===== src/rtl/led_seq_pkg.sv =====
// Shared definitions for the LED sequencer: slave register map, FSM state
// encoding, CONTROL bit positions and direction/mode encodings.
package led_seq_pkg;

   // Slave register addresses
   localparam logic [1:0] REG_CONTROL = 2'd0;
   localparam logic [1:0] REG_PERIOD  = 2'd1;
   localparam logic [1:0] REG_PATTERN = 2'd2;
   localparam logic [1:0] REG_STATUS  = 2'd3;

   // CONTROL register bit indices
   localparam int CTRL_EN   = 0;
   localparam int CTRL_MODE = 1;

   // Shift direction and sequencing mode encodings
   localparam logic DIR_LEFT    = 1'b0;
   localparam logic DIR_RIGHT   = 1'b1;
   localparam logic MODE_BOUNCE = 1'b1;

   typedef enum logic [1:0] {
      ST_IDLE  = 2'd0,
      ST_TICK  = 2'd1,
      ST_WRITE = 2'd2
   } state_t;

endpackage


===== src/rtl/led_seq_next.sv =====
// Next-pattern logic for the LED sequencer (purely combinational).
// Ports:
//   pattern      current LED pattern
//   dir          current bounce direction (DIR_LEFT / DIR_RIGHT)
//   mode         0 = rotate-left, 1 = bounce
//   next_pattern pattern for the next step
//   next_dir     direction for the next step
module led_seq_next
   import led_seq_pkg::*;
#(
   parameter int WIDTH = 26
) (
   input  logic [WIDTH-1:0] pattern,
   input  logic             dir,
   input  logic             mode,
   output logic [WIDTH-1:0] next_pattern,
   output logic             next_dir
);

   always_comb begin
      next_pattern = {pattern[WIDTH-2:0], pattern[WIDTH-1]};
      next_dir     = dir;
      if (mode == MODE_BOUNCE) begin
         // Reaching an edge reverses direction and the step is taken in the
         // new direction, so the lit bit never falls off the end.
         if (dir == DIR_LEFT) begin
            if (pattern[WIDTH-1]) begin
               next_dir     = DIR_RIGHT;
               next_pattern = pattern >> 1;
            end else begin
               next_pattern = pattern << 1;
            end
         end else begin
            if (pattern[0]) begin
               next_dir     = DIR_LEFT;
               next_pattern = pattern << 1;
            end else begin
               next_pattern = pattern >> 1;
            end
         end
      end
   end

endmodule


===== src/rtl/led_sequencer.sv =====
// Autonomous LED pattern engine. A CPU configures it through an Avalon-MM
// slave; an Avalon-MM master writes each new pattern to PIO address 0.
// Ports:
//   clk, reset                  clock, asynchronous active-high reset
//   s_address/s_chipselect/s_write_n/s_writedata/s_readdata
//                               configuration slave (zero wait states)
//   m_address/m_chipselect/m_write_n/m_writedata/m_waitrequest
//                               master port toward the LED PIO
//   step_pulse                  high in the cycle a master write is accepted
module led_sequencer
   import led_seq_pkg::*;
#(
   parameter int          WIDTH      = 26,
   parameter logic [31:0] PERIOD_RST = 32'd50000000
) (
   input  logic        clk,
   input  logic        reset,
   input  logic [1:0]  s_address,
   input  logic        s_chipselect,
   input  logic        s_write_n,
   input  logic [31:0] s_writedata,
   output logic [31:0] s_readdata,
   output logic [1:0]  m_address,
   output logic        m_chipselect,
   output logic        m_write_n,
   output logic [31:0] m_writedata,
   input  logic        m_waitrequest,
   output logic        step_pulse
);

   localparam int PAD = 32 - WIDTH;

   state_t           state;
   logic             en;
   logic             mode;
   logic             dir;
   logic             pend;
   logic [31:0]      period;
   logic [31:0]      cnt;
   logic [31:0]      reload;
   logic [15:0]      step_cnt;
   logic [WIDTH-1:0] pattern;
   logic [WIDTH-1:0] nxt_pattern;
   logic             nxt_dir;
   logic             s_wr;
   logic             pat_wr;
   logic             accept;
   logic [31:0]      new_word;

   assign s_wr     = s_chipselect & ~s_write_n;
   assign pat_wr   = s_wr && (s_address == REG_PATTERN);
   assign accept   = m_chipselect & ~m_waitrequest;
   assign new_word = {{PAD{1'b0}}, s_writedata[WIDTH-1:0]};
   // A period of 0 behaves like 1: the counter always spends at least one
   // cycle in TICK.
   assign reload   = (period == 32'd0) ? 32'd0 : period - 32'd1;

   assign m_address  = 2'b00;
   assign step_pulse = accept;

   led_seq_next #(.WIDTH(WIDTH)) u_next (
      .pattern      (pattern),
      .dir          (dir),
      .mode         (mode),
      .next_pattern (nxt_pattern),
      .next_dir     (nxt_dir)
   );

   // Configuration registers
   always_ff @(posedge clk or posedge reset) begin
      if (reset) begin
         en     <= 1'b0;
         mode   <= 1'b0;
         period <= PERIOD_RST;
      end else if (s_wr) begin
         if (s_address == REG_CONTROL) begin
            en   <= s_writedata[CTRL_EN];
            mode <= s_writedata[CTRL_MODE];
         end
         if (s_address == REG_PERIOD) begin
            period <= s_writedata;
         end
      end
   end

   always_comb begin
      s_readdata = '0;
      case (s_address)
         REG_CONTROL: s_readdata = {30'd0, mode, en};
         REG_PERIOD:  s_readdata = period;
         REG_PATTERN: s_readdata = {{PAD{1'b0}}, pattern};
         REG_STATUS:  s_readdata = {step_cnt, 15'd0, (state != ST_IDLE)};
         default:     s_readdata = '0;
      endcase
   end

   // Sequencer FSM with registered master outputs
   always_ff @(posedge clk or posedge reset) begin
      if (reset) begin
         state        <= ST_IDLE;
         cnt          <= '0;
         pattern      <= '0;
         dir          <= DIR_LEFT;
         pend         <= 1'b0;
         m_chipselect <= 1'b0;
         m_write_n    <= 1'b1;
         m_writedata  <= '0;
         step_cnt     <= '0;
      end else begin
         if (accept) begin
            step_cnt <= step_cnt + 16'd1;
         end
         if (pat_wr) begin
            pattern <= s_writedata[WIDTH-1:0];
            dir     <= DIR_LEFT;
         end
         case (state)
            ST_IDLE, ST_TICK: begin
               if (pat_wr) begin
                  state        <= ST_WRITE;
                  m_chipselect <= 1'b1;
                  m_write_n    <= 1'b0;
                  m_writedata  <= new_word;
                  pend         <= 1'b0;
               end else if (state == ST_IDLE) begin
                  if (en) begin
                     cnt   <= reload;
                     state <= ST_TICK;
                  end
               end else if (!en) begin
                  state <= ST_IDLE;
               end else if (cnt == 32'd0) begin
                  pattern      <= nxt_pattern;
                  dir          <= nxt_dir;
                  state        <= ST_WRITE;
                  m_chipselect <= 1'b1;
                  m_write_n    <= 1'b0;
                  m_writedata  <= {{PAD{1'b0}}, nxt_pattern};
               end else begin
                  cnt <= cnt - 32'd1;
               end
            end
            ST_WRITE: begin
               if (accept) begin
                  // A pattern loaded while the transfer was in flight gets
                  // its own transfer straight after the current one.
                  if (pat_wr) begin
                     m_writedata <= new_word;
                     pend        <= 1'b0;
                  end else if (pend) begin
                     m_writedata <= {{PAD{1'b0}}, pattern};
                     pend        <= 1'b0;
                  end else begin
                     m_chipselect <= 1'b0;
                     m_write_n    <= 1'b1;
                     if (en) begin
                        cnt   <= reload;
                        state <= ST_TICK;
                     end else begin
                        state <= ST_IDLE;
                     end
                  end
               end else if (pat_wr) begin
                  pend <= 1'b1;
               end
            end
            default: state <= ST_IDLE;
         endcase
      end
   end

endmodule


===== config.mk =====
export PLATFORM = sky130hd
export DESIGN_NAME = led_sequencer
export DESIGN_NICKNAME = d
export VERILOG_FILES = /design/src/rtl/led_seq_pkg.sv /design/src/rtl/led_seq_next.sv /design/src/rtl/led_sequencer.sv
export SDC_FILE = /design/constraint.sdc
export NUM_CORES = 1
export LEC_CHECK = 0
export CAP_MARGIN = 25
export CELL_PAD_IN_SITES_DETAIL_PLACEMENT = 2
export CELL_PAD_IN_SITES_GLOBAL_PLACEMENT = 2
export CORE_ASPECT_RATIO = 2
export CORE_MARGIN = 2
export CORE_UTILIZATION = 25
export DETAILED_ROUTE_END_ITERATION = 12
export HOLD_SLACK_MARGIN = 0.02
export PLACE_DENSITY = 0.61
export SLEW_MARGIN = 20
export SYNTH_ARGS = -nofsm -noshare
export SYNTH_HDL_FRONTEND = slang
export SYNTH_SLANG_ARGS = --single-unit

===== constraint.sdc =====
create_clock -name clk -period 10.3 [get_ports clk]
set_clock_uncertainty 0.1 [all_clocks]
set_input_delay 3.09 -clock clk [delete_from_list [all_inputs] [get_ports clk]]
set_output_delay 3.09 -clock clk [all_outputs]
set_load 0.02 [all_outputs]

==> After elaboration in Yosys (flattened, before gate mapping) <==
Cells that the tools add are included.
{ "classes": {"add_sub_neg": 3, "n_eq_ne": 20, "mux": 69, "n_bitwise": 4, "reduce_logical": 15} }
{ "ops": {"columns": ["cell", "n"], "rows": [
  ["2-to-1 mux 32 bit", 16],
  ["2-to-1 mux 26 bit", 10],
  ["one-hot mux 32 bit (2 select lines)", 2],
  ["one-hot mux 32 bit (4 select lines)", 1],
  ["logical NOT 32 bit", 2],
  ["subtractor 32 x 1 -> 32 bit (second input constant)", 2],
  ["2-to-1 mux 1 bit", 28],
  ["!= test 3 bit (second input constant)", 7],
  ["adder 16 x 1 -> 16 bit (second input constant)", 1],
  ["2-to-1 mux 2 bit", 8],
  ["AND reduction 7 bit", 2],
  ["!= test 2 bit (second input constant)", 5],
  ["equality test 2 bit (second input constant)", 3],
  ["!= test 6 bit (second input constant)", 1],
  ["one-hot mux 1 bit (2 select lines)", 3],
  ["AND reduction 6 bit", 1],
  ["!= test 5 bit (second input constant)", 1],
  ["AND reduction 5 bit", 1],
  ["equality test 2 x 1 -> 1 bit (second input constant)", 2],
  ["logical NOT 2 bit", 2],
  ["!= test 4 bit (second input constant)", 1],
  ["one-hot mux 2 bit (2 select lines)", 1],
  ["AND reduction 2 bit", 2],
  ["nonzero test 2 bit", 2],
  ["other kinds (5)", 7]
]} }
{ "totals": {"register_bits": 146, "input_bits": 39, "output_inout_bits": 69, "wordCells": 123} }

==> Logic depth before layout (Yosys ltp) <==
Gate-level depths: netlist (run 1).
{ "depth": {"ltp_word": 9, "depth_mapped": 10, "ltp_nobuf": 8} }

==> Modules after synthesis <==
A second synthesis (run 1) with hierarchy kept.
{ "unflattened": {"hier_cells": 933, "area_unflattened_um2": 8712.1} }
{ "by_module_without_submodules": {"columns": ["module", "instances", "cells_each", "area_each_um2", "seq_area_each_um2"], "rows": [
  ["led_sequencer", 1, 892, 8247.9, 3519.6],
  ["led_seq_next", 1, 41, 464.2, 0.0]
]} }

==> Worst setup path after synthesis (run 1) <==
OpenSTA, ideal clock, no wires.
{ "synth_timing": {"kind": "in2out", "startpoint": "in s_address[1]", "endpoint": "out s_readdata[23]", "t_arrival_ps": 4499, "t_required_ps": 7110, "slack_ps": 2611, "path_stages": 4, "path_buffers": 2, "cell_sequence": "buf_1 clkbuf_1 mux2_2 a22o_1"} }
{ "synth_via": {"elab_chain_cells": 2, "elab_cells_between_ends": 5, "cone_classes": "eq/ne (3); mux (1); reduce/logical (1)"} }
{ "synth_rtl": {"columns": ["element", "line_no", "source"], "rows": [
  ["from (decl)", "led_sequencer.sv:18", "input logic [1:0] s_address,"],
  ["equality test 2 bit, or another cell as far along", "led_sequencer.sv:88", "case (s_address)"],
  ["one-hot mux 32 bit (4 select lines) *", "led_sequencer.sv:88", null],
  ["to (decl)", "led_sequencer.sv:22", "output logic [31:0] s_readdata,"]
]} }
Every way passes the cells marked *; elsewhere a longest branch is shown, timed or not.

==> Worst setup path after layout (run 1) <==
{ "layout_timing": {"startpoint": "in s_address[1]", "endpoint": "out s_readdata[17]"} }
Same word-level chain as after synthesis.

==> impl_metrics.ini, run 1 <==
[drt]
viasPerCell = 5.34
wire_per_inst_um = 23.6
ant_nets = 0
drc = 0
route.vias.total = 7884
wirelength_met1_um = 12700
wl_met2_um = 19800
drt_iter0_markers = 261
drtPass1Iterations = 6
routed.top_layer = met4
met3_length_um = 846
wirelength_um = 34800

[pwr]
power_density_nw_per_um2 = 260
cellLeakagePower_uw = 0.00421
vdd_drop_max_mv = 0.128

[layout]
final_core_util = 0.317
areaGrowthSynthToFinish_pct = 24.4
drive_above_1_share = 0.126
final_nets = 1069

[floorplanning]
pin_count = 108
core_area_um2 = 33600
die_height_um = 266
start_util = 0.254
die_w_um = 135
dieArea_um2 = 35800
rows = 95

[worst_setup_path]
crit_fanout = 24
max_stage_delay_ps = 640
critPathArrivalTime_ps = 5450
cp-end-kind = primary output
critPathLaunchType = input pin
cpMaxStageDelayCell = clkdlybuf4s50_1
path_cells = clkdlybuf4s50_1 > buf_4 > nor2b_2 > buf_4 > a22o_1 > clkdlybuf4s50_1
critical_path_class = in -> out
crit_required_ps = 7110

[synth]
netlist_instances = 957
ys_seq_area_frac = 0.411
synth_largest_area_cell = dfrtp_1
syn-mean-instance-area_um2 = 8.95
yosys.cell_types.count = 71
ys_ff_latch = 140
yosysWarnings = 0
synth_common_cells = dfrtp_1 (127), a21oi_1 (87), nand2_1 (82), nor2_1 (77), o21ai_0 (74)
synth_area_leaders = dfrtp_1 (37%), mux2_2 (5.9%), a21oi_1 (5.1%), o21ai_0 (4.3%), dfstp_2 (4.0%)
synth_area_um2 = 8560
synth_edf_count = 0
synth_top_area_frac = 0.371
async_flop_share = 1.00
synth_most_common_cell = dfrtp_1
ys.flop_type = dfrtp_1

[cts]
clock_latency_ps = 450
cts.sinks = 140
clk_path_buf_depth = 2
h-tree-depth = 4
clkTransAtPathRegs_ps = 70
cts_tree = built
numCtsBuffers = 17
ctsResizeCount = 0
cts_root_buffer = clkbuf_16
post_cts_buffers = 0
hold_buffers = 0

[sta]
rsz0062_at_grt = no
slew_headroom = 0.366
fin_crit_ps = 8640
timing.final.crit_share = 0.839
setup_tns_ps = 0
setup_ws_ps = 1660
setup_viol = 0
clock.fmax_ghz = 0.116
drv_slew = 0
hold_viol = 0
tightest_slew_ps = 927

[run]
maxCapViolations = 0

[global_route]
track_usage = 0.200
grt_antenna_before_repair = 1
grt_max_degree = 81
grt_pass1_wl_um = 54000
grt_pass1_vias = 8687
grt_overflow = 0

[place]
hpwl_um = 25500
dp_slack_ps = 1630
portBuffers = 99
gp_congestion = 0.802

[min_path]
min_path_type = reg -> reg

[outcome]
outcome = finished, final reports clean
==> final cells by class <==
type / instances / area [um2]
fill: 3760 / 23000
multi-input combinational: 711 / 4630
sequential: 140 / 3520
timing repair buffer: 119 / 1140
tap: 436 / 546
clock buffer: 17 / 425
clock inverter: 15 / 235
inverter: 37 / 144
antenna: 1 / 2.50
==> worst paths after layout <==
kind                                                  start                          end  slack [ps]  depth (start not counted)
worst max-delay path                           s_address[1]               s_readdata[17]        1660                          6
worst min register to register  m_writedata[25]$_DFFE_PP0P_  m_writedata[25]$_DFFE_PP0P_         380                          1
max in group asynchronous                             reset     step_cnt[10]$_DFFE_PP0P_        5640                          3
min in group asynchronous                             reset          cnt[26]$_DFFE_PP0P_        3060                          2
worst min-delay path            m_writedata[25]$_DFFE_PP0P_  m_writedata[25]$_DFFE_PP0P_         380                          1
worst max register to register        period[0]$_DFFE_PP0P_           cnt[3]$_DFFE_PP0P_        6320                          8
==> through the flow <==
step	std cells	hold slack, ps	instance area, um2	power, uW
6_report	1476	384	10700	2760
5_1_grt	1476	432	10700	2940
2_1_floorplan	964	341	8590	1580
3_5_place_dp	1443	371	9990	2060
4_1_cts	1475	390	10600	2800
3_3_place_gp	1442	365	9980	2040
==> logic make-up after synthesis <==
family	count (synthesis)	synth area share
AND/OR/NAND/NOR	298	0.178
AO/OA/AOI/OAI	284	0.211
flip-flops	140	0.411
buffers and inverters	113	0.0548
multiplexers	78	0.0992
XOR/XNOR	39	0.0399
adder cells (fa/ha/maj)	4	0.00585
other	1	0.000438
==> flip-flops by register name (all words and copies together) (netlist names) <==
signal and cells:
state 2, m_chipselect 1, pattern 26, dir 1, mode 1, pend 1, m_write_n 1, cnt 32
period 32, step_cnt 16, en 1, m_writedata 26
==> cell usage in the layout (no fill, tap or decap), types with 5 or more instances in the layout <==
master	instances
nor4_1	14
a21oi_1	87
dfstp_2	13
conb_1	8
nand2b_1	5
mux2_2	45
nand4_1	8
dfrtp_1	127
o21ai_0	74
nor3_1	17
or3_1	15
a21o_1	6
a211oi_1	29
o211ai_1	11
clkbuf_16	17
xor2_1	15
xnor2_1	24
clkdlybuf4s50_1	99
nor2b_1	10
nor2_1	77
a221o_1	8
nand3_1	18
bufinv_16	5
inv_1	34
a22o_1	26
or4_1	18
nand2_1	82
buf_4	19
mux2i_1	32
inv_6	7
==> critical path: cells and delay by family <==
| kind | cells | cell delay (ps) |
|---|---|---|
| buffers and inverters | 4 | 1910 |
| AO/OA/AOI/OAI | 1 | 210 |
| AND/OR/NAND/NOR | 1 | 200 |
==> routing by layer <==
metal | track usage | vias to the layer above
met4 | 0.0910 | 0
li1 | - | 3609
met2 | 0.389 | 124
met1 | 0.203 | 4093
met3 | 0.0335 | 58
met5 | 0 | -
==> power breakdown <==
group | leakage [uW] | switching [uW] | internal [uW]
Combinational | 0.00223 | 591 | 455
Sequential | 0.00167 | 255 | 743
Clock | 0.000316 | 286 | 435
Total | 0.00421 | 1130 | 1630
Power figures use the tool's default switching activity.
==> run 2: changes to the inputs <==
==> constraint.sdc (replaced) <==
create_clock -name clk -period 8.7 [get_ports clk]
set_clock_uncertainty 0.1 [all_clocks]
set_input_delay 2.61 -clock clk [delete_from_list [all_inputs] [get_ports clk]]
set_output_delay 2.61 -clock clk [all_outputs]
set_load 0.02 [all_outputs]
==> impl_metrics.ini, run 2 (same netlist as run 1, synthesis figures left out) <==
[layout]
postLayoutCellArea_um2 = 10600
final_core_util = 0.315
fill_cells = 3783
final_cell_mix = dfrtp_1 (127), clkdlybuf4s50_1 (99), a21oi_1 (87)
final_common_cell = dfrtp_1
drive_above_1_share = 0.126
areaGrowthSynthToFinish_pct = 23.7
final_nets = 1069
largestRegisters = cnt (32), period (32)

[cts]
ctsResizeCount = 0
cts_root_buffer = clkbuf_16
cts_tree = built
cts.sinks = 140
hold_buffers = 0
clk_path_buf_depth = 2
clkTransAtPathRegs_ps = 60
post_cts_buffers = 0
numCtsBuffers = 17
clock_latency_ps = 450
h-tree-depth = 4

[floorplanning]
start_util = 0.254
core_area_um2 = 33600
die_height_um = 266
pin_count = 108
rows = 95
die_w_um = 135
dieArea_um2 = 35800

[pwr]
net-switching-power_uw = 1320
clkPwrFrac = 0.237
power_frac_comb = 0.390
sw_frac_of_total = 0.416
power_frac_seq = 0.372
power_density_nw_per_um2 = 301
vdd_drop_max_mv = 0.150
p_int_uw = 1860
finalPower_uw = 3190
cellLeakagePower_uw = 0.00419

[sta]
setup_tns_ps = 0
hold_viol = 0
tightest_slew_ps = 1030
timing.final.crit_share = 0.876
setup_viol = 0
setup_ws_ps = 1080
drv_slew = 0
clock.fmax_ghz = 0.131
fin_crit_ps = 7620
rsz0062_at_grt = no
slew_headroom = 0.316

[place]
place_area_um2 = 10000
hpwl_um = 25900
gp_congestion = 0.823
portBuffers = 99
dp_slack_ps = 1070

[global_route]
grt_overflow = 0
grt_antenna_before_repair = 1
grt_pass1_vias = 8771
grt_pass1_wl_um = 55100
track_usage = 0.204
grt_max_degree = 78

[worst_setup_path]
crit_fanout = 10
crit_required_ps = 5990
critical_path_class = in -> out
r2r_cells = 8
cp-end-kind = primary output
critPathArrivalTime_ps = 4910
critPathLaunchType = input pin

[drt]
wirelength_um = 35200
viasPerCell = 5.31
drc = 0
drt_iter0_markers = 252
ant_nets = 0
route.vias.total = 7838
drtPass1Iterations = 4
wire_per_inst_um = 23.8

[outcome]
outcome = finished, final reports clean

[min_path]
min_delay_path_depth = 1
min_path_type = reg -> reg

[run]
maxCapViolations = 0
-- run 2: final cells by class --
cell class	instances	area, um2	area share
multi-input cells	711	4640	0.438
inverters	37	144	0.0136
clock buffers	21	470	0.0444
diodes	1	2.50	0.000236
repair buffers	119	1150	0.109
clock inverters	11	118	0.0111
flip-flops and latches	140	3520	0.332
well taps	436	546	0.0515
-- run 2: critical path, stage by stage --
cell	delay, ps
clkdlybuf4s50_1	670
nor2b_1	550
buf_4	300
a22o_1	160
clkdlybuf4s50_1	610
-- run 2: power groups by stage --
stage | Clock (uW) | Sequential (uW) | Combinational (uW)
final | 756 | 1190 | 1240
after global routing | 800 | 1230 | 1370
after CTS | 778 | 1190 | 1270
after detailed placement | 0 | 1190 | 1260
after global placement | 0 | 1190 | 1230
after floorplan | 0 | 1130 | 737
-- run 2: metrics by stage --
stage | hold slack (ps) | cells
CTS | 426 | 1475
floorplan | 341 | 964
global route | 437 | 1476
finish | 417 | 1476
global placement | 392 | 1443
detailed placement | 398 | 1443
-- run 2: worst paths after layout --
check | startpoint | to | slack (ps)
max in group asynchronous | reset | m_writedata[4]$_DFFE_PP0P_ | 4460
max | s_address[0] | s_readdata[10] | 1080
min in group asynchronous | reset | period[28]$_DFFE_PP0P_ | 2560
max reg2reg | period[0]$_DFFE_PP0P_ | cnt[4]$_DFFE_PP0P_ | 4760
min reg2reg | step_cnt[10]$_DFFE_PP0P_ | step_cnt[10]$_DFFE_PP0P_ | 420
min | step_cnt[10]$_DFFE_PP0P_ | step_cnt[10]$_DFFE_PP0P_ | 420
-- run 2: routing by layer --
layer  global-route usage  wire [um]  part of all wire
met1                0.217      13000              0.37
met2                0.399      20600              0.59
met3               0.0261        700             0.020
met4               0.0765        910             0.026
met5                    0          0                 0
